[config.mk]
export PLATFORM = sky130hd
export DESIGN_NAME = led_matrix_frame_scheduler_flat
export DESIGN_NICKNAME = d
export VERILOG_FILES = /design/src/rtl/led_matrix_frame_scheduler_if.sv /design/src/rtl/led_matrix_frame_scheduler.sv /design/src/flat_wrapper.sv
export SDC_FILE = /design/constraint.sdc
export NUM_CORES = 1
export LEC_CHECK = 0
export ABC_AREA = 0
export CAP_MARGIN = 10
export CORE_MARGIN = 2
export CORE_UTILIZATION = 45
export CTS_CLUSTER_DIAMETER = 120
export DETAILED_ROUTE_END_ITERATION = 10
export PLACE_DENSITY = 0.79
export SETUP_SLACK_MARGIN = 0.05
export SLEW_MARGIN = 20
export SYNTH_ARGS = -nofsm -noshare
export SYNTH_HDL_FRONTEND = slang
export SYNTH_SLANG_ARGS = --single-unit
[constraint.sdc]
create_clock -name clk -period 2.6 [get_ports clk]
set_input_delay 0.39 -clock clk [delete_from_list [all_inputs] [get_ports clk]]
set_output_delay 0.39 -clock clk [all_outputs]
set_load 0.01 [all_outputs]
[src/rtl/led_matrix_frame_scheduler_if.sv]
// Pixel-source and matrix-side signals of the LED matrix frame scheduler.
// The slave modport is the scheduler's view; the master modport is the surrounding fabric.
interface led_matrix_frame_scheduler_if #(
    parameter int unsigned COLOR_DEPTH = 8
);
    logic                         s0_req;
    logic                         s0_valid;
    logic [2:0][COLOR_DEPTH-1:0]  s0_rgb;
    logic                         s0_ready;
    logic                         s1_req;
    logic                         s1_valid;
    logic [2:0][COLOR_DEPTH-1:0]  s1_rgb;
    logic                         s1_ready;
    logic                         pix_valid;
    logic                         pix_sync;
    logic [2:0][COLOR_DEPTH-1:0]  pix_rgb;

    modport slave (
        input  s0_req, s0_valid, s0_rgb, s1_req, s1_valid, s1_rgb,
        output s0_ready, s1_ready, pix_valid, pix_sync, pix_rgb
    );

    modport master (
        output s0_req, s0_valid, s0_rgb, s1_req, s1_valid, s1_rgb,
        input  s0_ready, s1_ready, pix_valid, pix_sync, pix_rgb
    );
endinterface

[src/rtl/led_matrix_frame_scheduler.sv]
// Grants the matrix write port to one pixel source a whole frame at a time, gated by image_sync,
// and pads a stalled frame with black so the framebuffer keeps its alignment.
module led_matrix_frame_scheduler #(
    parameter int unsigned PANEL_ROWS  = 32,
    parameter int unsigned PANEL_COLS  = 64,
    parameter int unsigned COLOR_DEPTH = 8,
    parameter int unsigned TIMEOUT     = 1024
) (
    input  logic                          clk,
    input  logic                          rst,
    input  logic                          image_sync,
    led_matrix_frame_scheduler_if.slave   bus,
    output logic                          active_src,
    output logic                          busy,
    output logic                          frame_done,
    output logic                          timeout_abort
);
    localparam int unsigned FRAME_PIX = PANEL_ROWS * PANEL_COLS;
    localparam int unsigned PIX_W     = $clog2(FRAME_PIX);
    localparam int unsigned STALL_W   = $clog2(TIMEOUT);

    localparam logic [PIX_W-1:0]   PixLast   = PIX_W'(FRAME_PIX - 1);
    localparam logic [PIX_W-1:0]   PixOne    = PIX_W'(1);
    localparam logic [STALL_W-1:0] StallOne  = STALL_W'(1);
    localparam logic [STALL_W-1:0] StallMax  = STALL_W'(TIMEOUT - 1);
    // Trip one count early so PAD is the state exactly TIMEOUT cycles after the last accept.
    localparam logic [STALL_W-1:0] StallTrip = STALL_W'(TIMEOUT - 2);

    localparam logic [1:0] StIdle = 2'd0;
    localparam logic [1:0] StXfer = 2'd1;
    localparam logic [1:0] StPad  = 2'd2;

    logic [1:0]                  state;
    logic                        token;
    logic [PIX_W-1:0]            pix_cnt;
    logic [STALL_W-1:0]          stall_cnt;
    logic                        grant;
    logic                        accept;
    logic [2:0][COLOR_DEPTH-1:0] src_rgb;

    assign bus.s0_ready = (state == StXfer) && !active_src;
    assign bus.s1_ready = (state == StXfer) && active_src;

    assign grant   = (state == StIdle) && token && (bus.s0_req || bus.s1_req);
    assign accept  = active_src ? (bus.s1_ready && bus.s1_valid) : (bus.s0_ready && bus.s0_valid);
    assign src_rgb = active_src ? bus.s1_rgb : bus.s0_rgb;

    always_ff @(posedge clk) begin
        if (rst) begin
            state         <= StIdle;
            token         <= 1'b1;
            active_src    <= 1'b0;
            pix_cnt       <= '0;
            stall_cnt     <= '0;
            busy          <= 1'b0;
            frame_done    <= 1'b0;
            timeout_abort <= 1'b0;
            bus.pix_valid <= 1'b0;
            bus.pix_sync  <= 1'b0;
            bus.pix_rgb   <= '0;
        end else begin
            bus.pix_valid <= 1'b0;
            bus.pix_sync  <= 1'b0;
            bus.pix_rgb   <= '0;
            frame_done    <= 1'b0;
            timeout_abort <= 1'b0;
            // A boundary arriving with the grant keeps the token set.
            token         <= image_sync || (token && !grant);

            unique case (state)
                StIdle: begin
                    if (grant) begin
                        state      <= StXfer;
                        busy       <= 1'b1;
                        active_src <= !bus.s0_req;
                        pix_cnt    <= '0;
                        stall_cnt  <= '0;
                    end
                end
                StXfer: begin
                    if (accept) begin
                        bus.pix_valid <= 1'b1;
                        bus.pix_sync  <= (pix_cnt == '0);
                        bus.pix_rgb   <= src_rgb;
                        pix_cnt       <= pix_cnt + PixOne;
                        stall_cnt     <= '0;
                        if (pix_cnt == PixLast) begin
                            state      <= StIdle;
                            busy       <= 1'b0;
                            frame_done <= 1'b1;
                        end
                    end else begin
                        if (stall_cnt != StallMax) begin
                            stall_cnt <= stall_cnt + StallOne;
                        end
                        if (stall_cnt == StallTrip) begin
                            state         <= StPad;
                            timeout_abort <= 1'b1;
                        end
                    end
                end
                StPad: begin
                    bus.pix_valid <= 1'b1;
                    bus.pix_sync  <= (pix_cnt == '0);
                    pix_cnt       <= pix_cnt + PixOne;
                    if (pix_cnt == PixLast) begin
                        state      <= StIdle;
                        busy       <= 1'b0;
                        frame_done <= 1'b1;
                    end
                end
                default: begin
                    state <= StIdle;
                    busy  <= 1'b0;
                end
            endcase
        end
    end
endmodule

[src/flat_wrapper.sv]
// flat-port wrapper written by rule: the top's interface ports become plain ports
module led_matrix_frame_scheduler_flat 
#(
    parameter int unsigned PANEL_ROWS  = 32,
    parameter int unsigned PANEL_COLS  = 64,
    parameter int unsigned COLOR_DEPTH = 8,
    parameter int unsigned TIMEOUT     = 1024
)
  (clk, rst, image_sync, active_src, busy, frame_done, timeout_abort, bus_s0_req, bus_s0_valid, bus_s0_rgb, bus_s1_req, bus_s1_valid, bus_s1_rgb, bus_s0_ready, bus_s1_ready, bus_pix_valid, bus_pix_sync, bus_pix_rgb);
  led_matrix_frame_scheduler_if #(.COLOR_DEPTH(COLOR_DEPTH)) bus_i ();
  input  logic clk;
  input  logic rst;
  input  logic image_sync;
  output logic active_src;
  output logic busy;
  output logic frame_done;
  output logic timeout_abort;
  input wire logic [$bits(bus_i.s0_req)-1:0] bus_s0_req;
  input wire logic [$bits(bus_i.s0_valid)-1:0] bus_s0_valid;
  input wire logic [$bits(bus_i.s0_rgb)-1:0] bus_s0_rgb;
  input wire logic [$bits(bus_i.s1_req)-1:0] bus_s1_req;
  input wire logic [$bits(bus_i.s1_valid)-1:0] bus_s1_valid;
  input wire logic [$bits(bus_i.s1_rgb)-1:0] bus_s1_rgb;
  output wire logic [$bits(bus_i.s0_ready)-1:0] bus_s0_ready;
  output wire logic [$bits(bus_i.s1_ready)-1:0] bus_s1_ready;
  output wire logic [$bits(bus_i.pix_valid)-1:0] bus_pix_valid;
  output wire logic [$bits(bus_i.pix_sync)-1:0] bus_pix_sync;
  output wire logic [$bits(bus_i.pix_rgb)-1:0] bus_pix_rgb;
  assign bus_i.s0_req = bus_s0_req;
  assign bus_i.s0_valid = bus_s0_valid;
  assign bus_i.s0_rgb = bus_s0_rgb;
  assign bus_i.s1_req = bus_s1_req;
  assign bus_i.s1_valid = bus_s1_valid;
  assign bus_i.s1_rgb = bus_s1_rgb;
  assign bus_s0_ready = bus_i.s0_ready;
  assign bus_s1_ready = bus_i.s1_ready;
  assign bus_pix_valid = bus_i.pix_valid;
  assign bus_pix_sync = bus_i.pix_sync;
  assign bus_pix_rgb = bus_i.pix_rgb;
  led_matrix_frame_scheduler #(.PANEL_ROWS(PANEL_ROWS), .PANEL_COLS(PANEL_COLS), .COLOR_DEPTH(COLOR_DEPTH), .TIMEOUT(TIMEOUT)) u_core (.clk(clk), .rst(rst), .image_sync(image_sync), .bus(bus_i), .active_src(active_src), .busy(busy), .frame_done(frame_done), .timeout_abort(timeout_abort));
endmodule
==> metrics.cfg <==
[yosys]
synth_flop_cell=dfxtp_1
syn-cell-area_sq_um=2560
avgSynthCellArea_sq_um=9.23
synth_cell_types=50
ys_warn_count=0
async_flop_share_pct=0
synth-seq-cells=54
netlist.area_leader.share_pct=42.3
synth_edf_count=0
yosysTopAreaCell=dfxtp_1
synthTopCellsByArea=dfxtp_1, mux2i_1, nor2_1, ha_1, a21oi_1
syn_nets=340
ys_seq_area_share_pct=42.3
synthCells=277

[global_routing]
grt_overflow=0
antenna_found_initial=0
grt_pass1_vias=2156
grt_max_degree=31
grt_pass1_wl_mm=10.3
track_usage_pct=20.5

[sta]
fin_hold_ws_ns=0.494
finClkSkew_ns=0.00433
max_freq_mhz=435
slew_violations=0
slew_headroom_pct=47.4
fin_setup_tns_ns=0
final.period_utilization_pct=88.4
hold_violations=0
period_needed_ns=2.30
rsz0062_at_grt=false
setup_viol=0
tightest_slew_ns=0.790

[placed_design]
hpwl_mm=4.69
gp_congestion=0.956
io_buffers=86
placedInstanceArea_sq_um=3480

[setup_path]
rr_startpoint=u_core.state[0]
crit_chain=inv_1 > ha_2 > inv_1 > nor2_1 > clkdlybuf4s50_1
startpoint_type=flop
path_depth=5
cp_max_fo=10
r2r_end=u_core.pix_cnt[2]
worstPathArrival_ns=1.91
cp_slowest_cell=clkdlybuf4s50_1
rr_worst_depth=6
worst-path-buf-inv=3
cpLargestDelayFamily=buffers and inverters
crit_type=flop to output port
reg2reg_slack_ns=0.38
critical-path-max-stage-delay_ns=0.54
cp.required_ns=2.21
cp-end-kind=output port
cp_common_cell=inv_1

[floorplan]
start_util_pct=46.4
fp.coreArea_sq_um=5510
rows=27
die_height_um=79.4
dieArea_sq_um=6300
io_pins=87
dieWidth_um=79.4

[route]
via_count=2352
wirelength_mm=6.25
drt-pass1-iter-count=5
drtAntennaViolNets=0
wl_per_cell_um=14.4
avgViaCountPerCell=5.43
drc=0
drt-initial-drc-count=65

[pwr]
p_comb_share_pct=38.5
power_mw=2.46
power.leakage_nw=1.25
vdd_drop_max_uv=397
internal_power_mw=1.64
pwr-share-seq_pct=38.6
clockPowerShare_pct=22.8
swShare_pct=33.4
p_switching_mw=0.821
pwr_density_cell_nw_per_um2=684

[worst_hold_path]
hp-class=flop to flop
min_from=u_core.busy
holdPathEnd=u_core.busy
holdPathStages=2

[cts]
cts_made_buffers=5
clk_pin_slew_ns=0.09
clkLatencyLatePin_ns=0.31
clock_path_buffers=2
htree_num_levels=2
tritoncts=yes
cts_root_buffer=clkbuf_8
clock-sinks=54

[final_layout]
drive_above_1_share_pct=5.82
antennaDiodeCount=0
area_growth_pct=40.5
stdcell_area_sq_um=3590
fillers=454
nNetsFinal=423

[status]
status=completed

[job]
maxCapViolCount=0

## routing by layer
layer / vias to the layer above / track usage [%] / share of wire (%)
li1: 1181 / - / -
met1: 1072 / 27.1 / 46
met2: 91 / 33.1 / 44
met3: 8 / 4.98 / 8.2
met4: 0 / 5.86 / 1.0
met5: - / 0 / 0
## repair_timing
| action | in CTS | in global routing |
|---|---|---|
| setup buffers | 0 | 0 |
| resized for setup | 0 | 1 |
| setup endpoints to repair | 0 | 1 |
| hold buffers | 0 | 0 |
## state kept, by name (all words and copies together), names as in the netlist
register / cells
u_core.active_src: 1
u_core.state: 2
u_core.bus.pix_valid: 1
u_core.frame_done: 1
u_core.token: 1
u_core.stall_cnt: 10
u_core.pix_cnt: 11
u_core.bus.pix_rgb: 24
u_core.timeout_abort: 1
u_core.busy: 1
u_core.bus.pix_sync: 1
## area by class of cell
type                       instances  area [sq um]  share of cell area, %
multi-input combinational        199          1380                   38.5
timing repair buffer              89           883                   24.6
clock inverter                     2          37.5                   1.05
sequential                        54          1080                   30.1
clock buffer                       6          72.6                   2.02
inverter                          11          41.3                   1.15
tap                               72          90.1                   2.51
## power by group through the flow
stage,Clock (mW),Sequential [mW],Combinational (mW)
2_1_floorplan,0,0.972,0.599
3_3_place_gp,0,0.968,0.922
3_5_place_dp,0,0.970,0.940
4_1_cts,0.575,0.951,0.943
5_1_grt,0.618,0.960,1.04
6_report,0.561,0.950,0.947
## layout by cell type, fill, tap and decap left out, types with 5 or more instances in the layout
| cell | instances |
|---|---|
| nand2b_1 | 8 |
| o21ai_0 | 11 |
| a211oi_1 | 7 |
| inv_1 | 11 |
| or4_1 | 6 |
| a21oi_1 | 13 |
| ha_1 | 7 |
| nand3_1 | 9 |
| clkdlybuf4s50_1 | 86 |
| clkbuf_8 | 5 |
| dfxtp_1 | 53 |
| mux2i_1 | 28 |
| nor2_1 | 32 |
| nand2_1 | 7 |
## cell families after synthesis
family                     after synthesis  synth area share, %
AOI/OAI and AO/OA                       63                 16.9
DFF                                     54                 42.3
buffers and inverters                   24                 3.67
muxes                                   30                 11.8
adders and majority gates                8                 3.92
and+or+nand+nor                         98                 21.4
## worst register-to-register path: cells and delay by family (launching register included)
kind	cells	cell delay [ns]
adders and majority gates	1	0.51
and+or+nand+nor	1	0.54
AOI/OAI and AO/OA	3	0.62
buffers and inverters	1	0.10
DFF	1	0.40
## how the worst max path moves through the flow
stage	start	endpoint
6_report	u_core.state[1]	bus_s0_ready
5_1_grt	u_core.state[1]	bus_s0_ready
4_1_cts	u_core.state[1]	bus_s0_ready
3_5_place_dp	bus_s1_valid	u_core.pix_cnt[7]
3_3_place_gp	bus_s1_valid	u_core.pix_cnt[7]
2_1_floorplan	u_core.state[0]	u_core.pix_cnt[9]
## through the flow
| stage | cells | utilization (%) | setup slack [ns] |
|---|---|---|---|
| after floorplan | 277 | - | 0.653 |
| after global placement | 425 | 63.2 | 0.386 |
| after detailed placement | 425 | 63.2 | 0.333 |
| after CTS | 433 | 65.2 | 0.168 |
| after global routing | 433 | 65.2 | 0.124 |
| final | 433 | 65.2 | 0.302 |
## synthesized netlist by cell type (4+ instances only)
library cell	instances
or3_1	4
and3_1	4
a21oi_1	13
nor2_1	32
nand4_1	4
clkbuf_1	11
nand2b_1	8
nor2b_1	4
nand3_1	9
and2_1	4
inv_1	11
dfxtp_1	54
ha_1	8
o31ai_1	4
or4_1	6
a211oi_1	7
o21ai_0	11
mux2i_1	28
nand2_1	7
No activity file was read; power rests on OpenSTA's default activity.
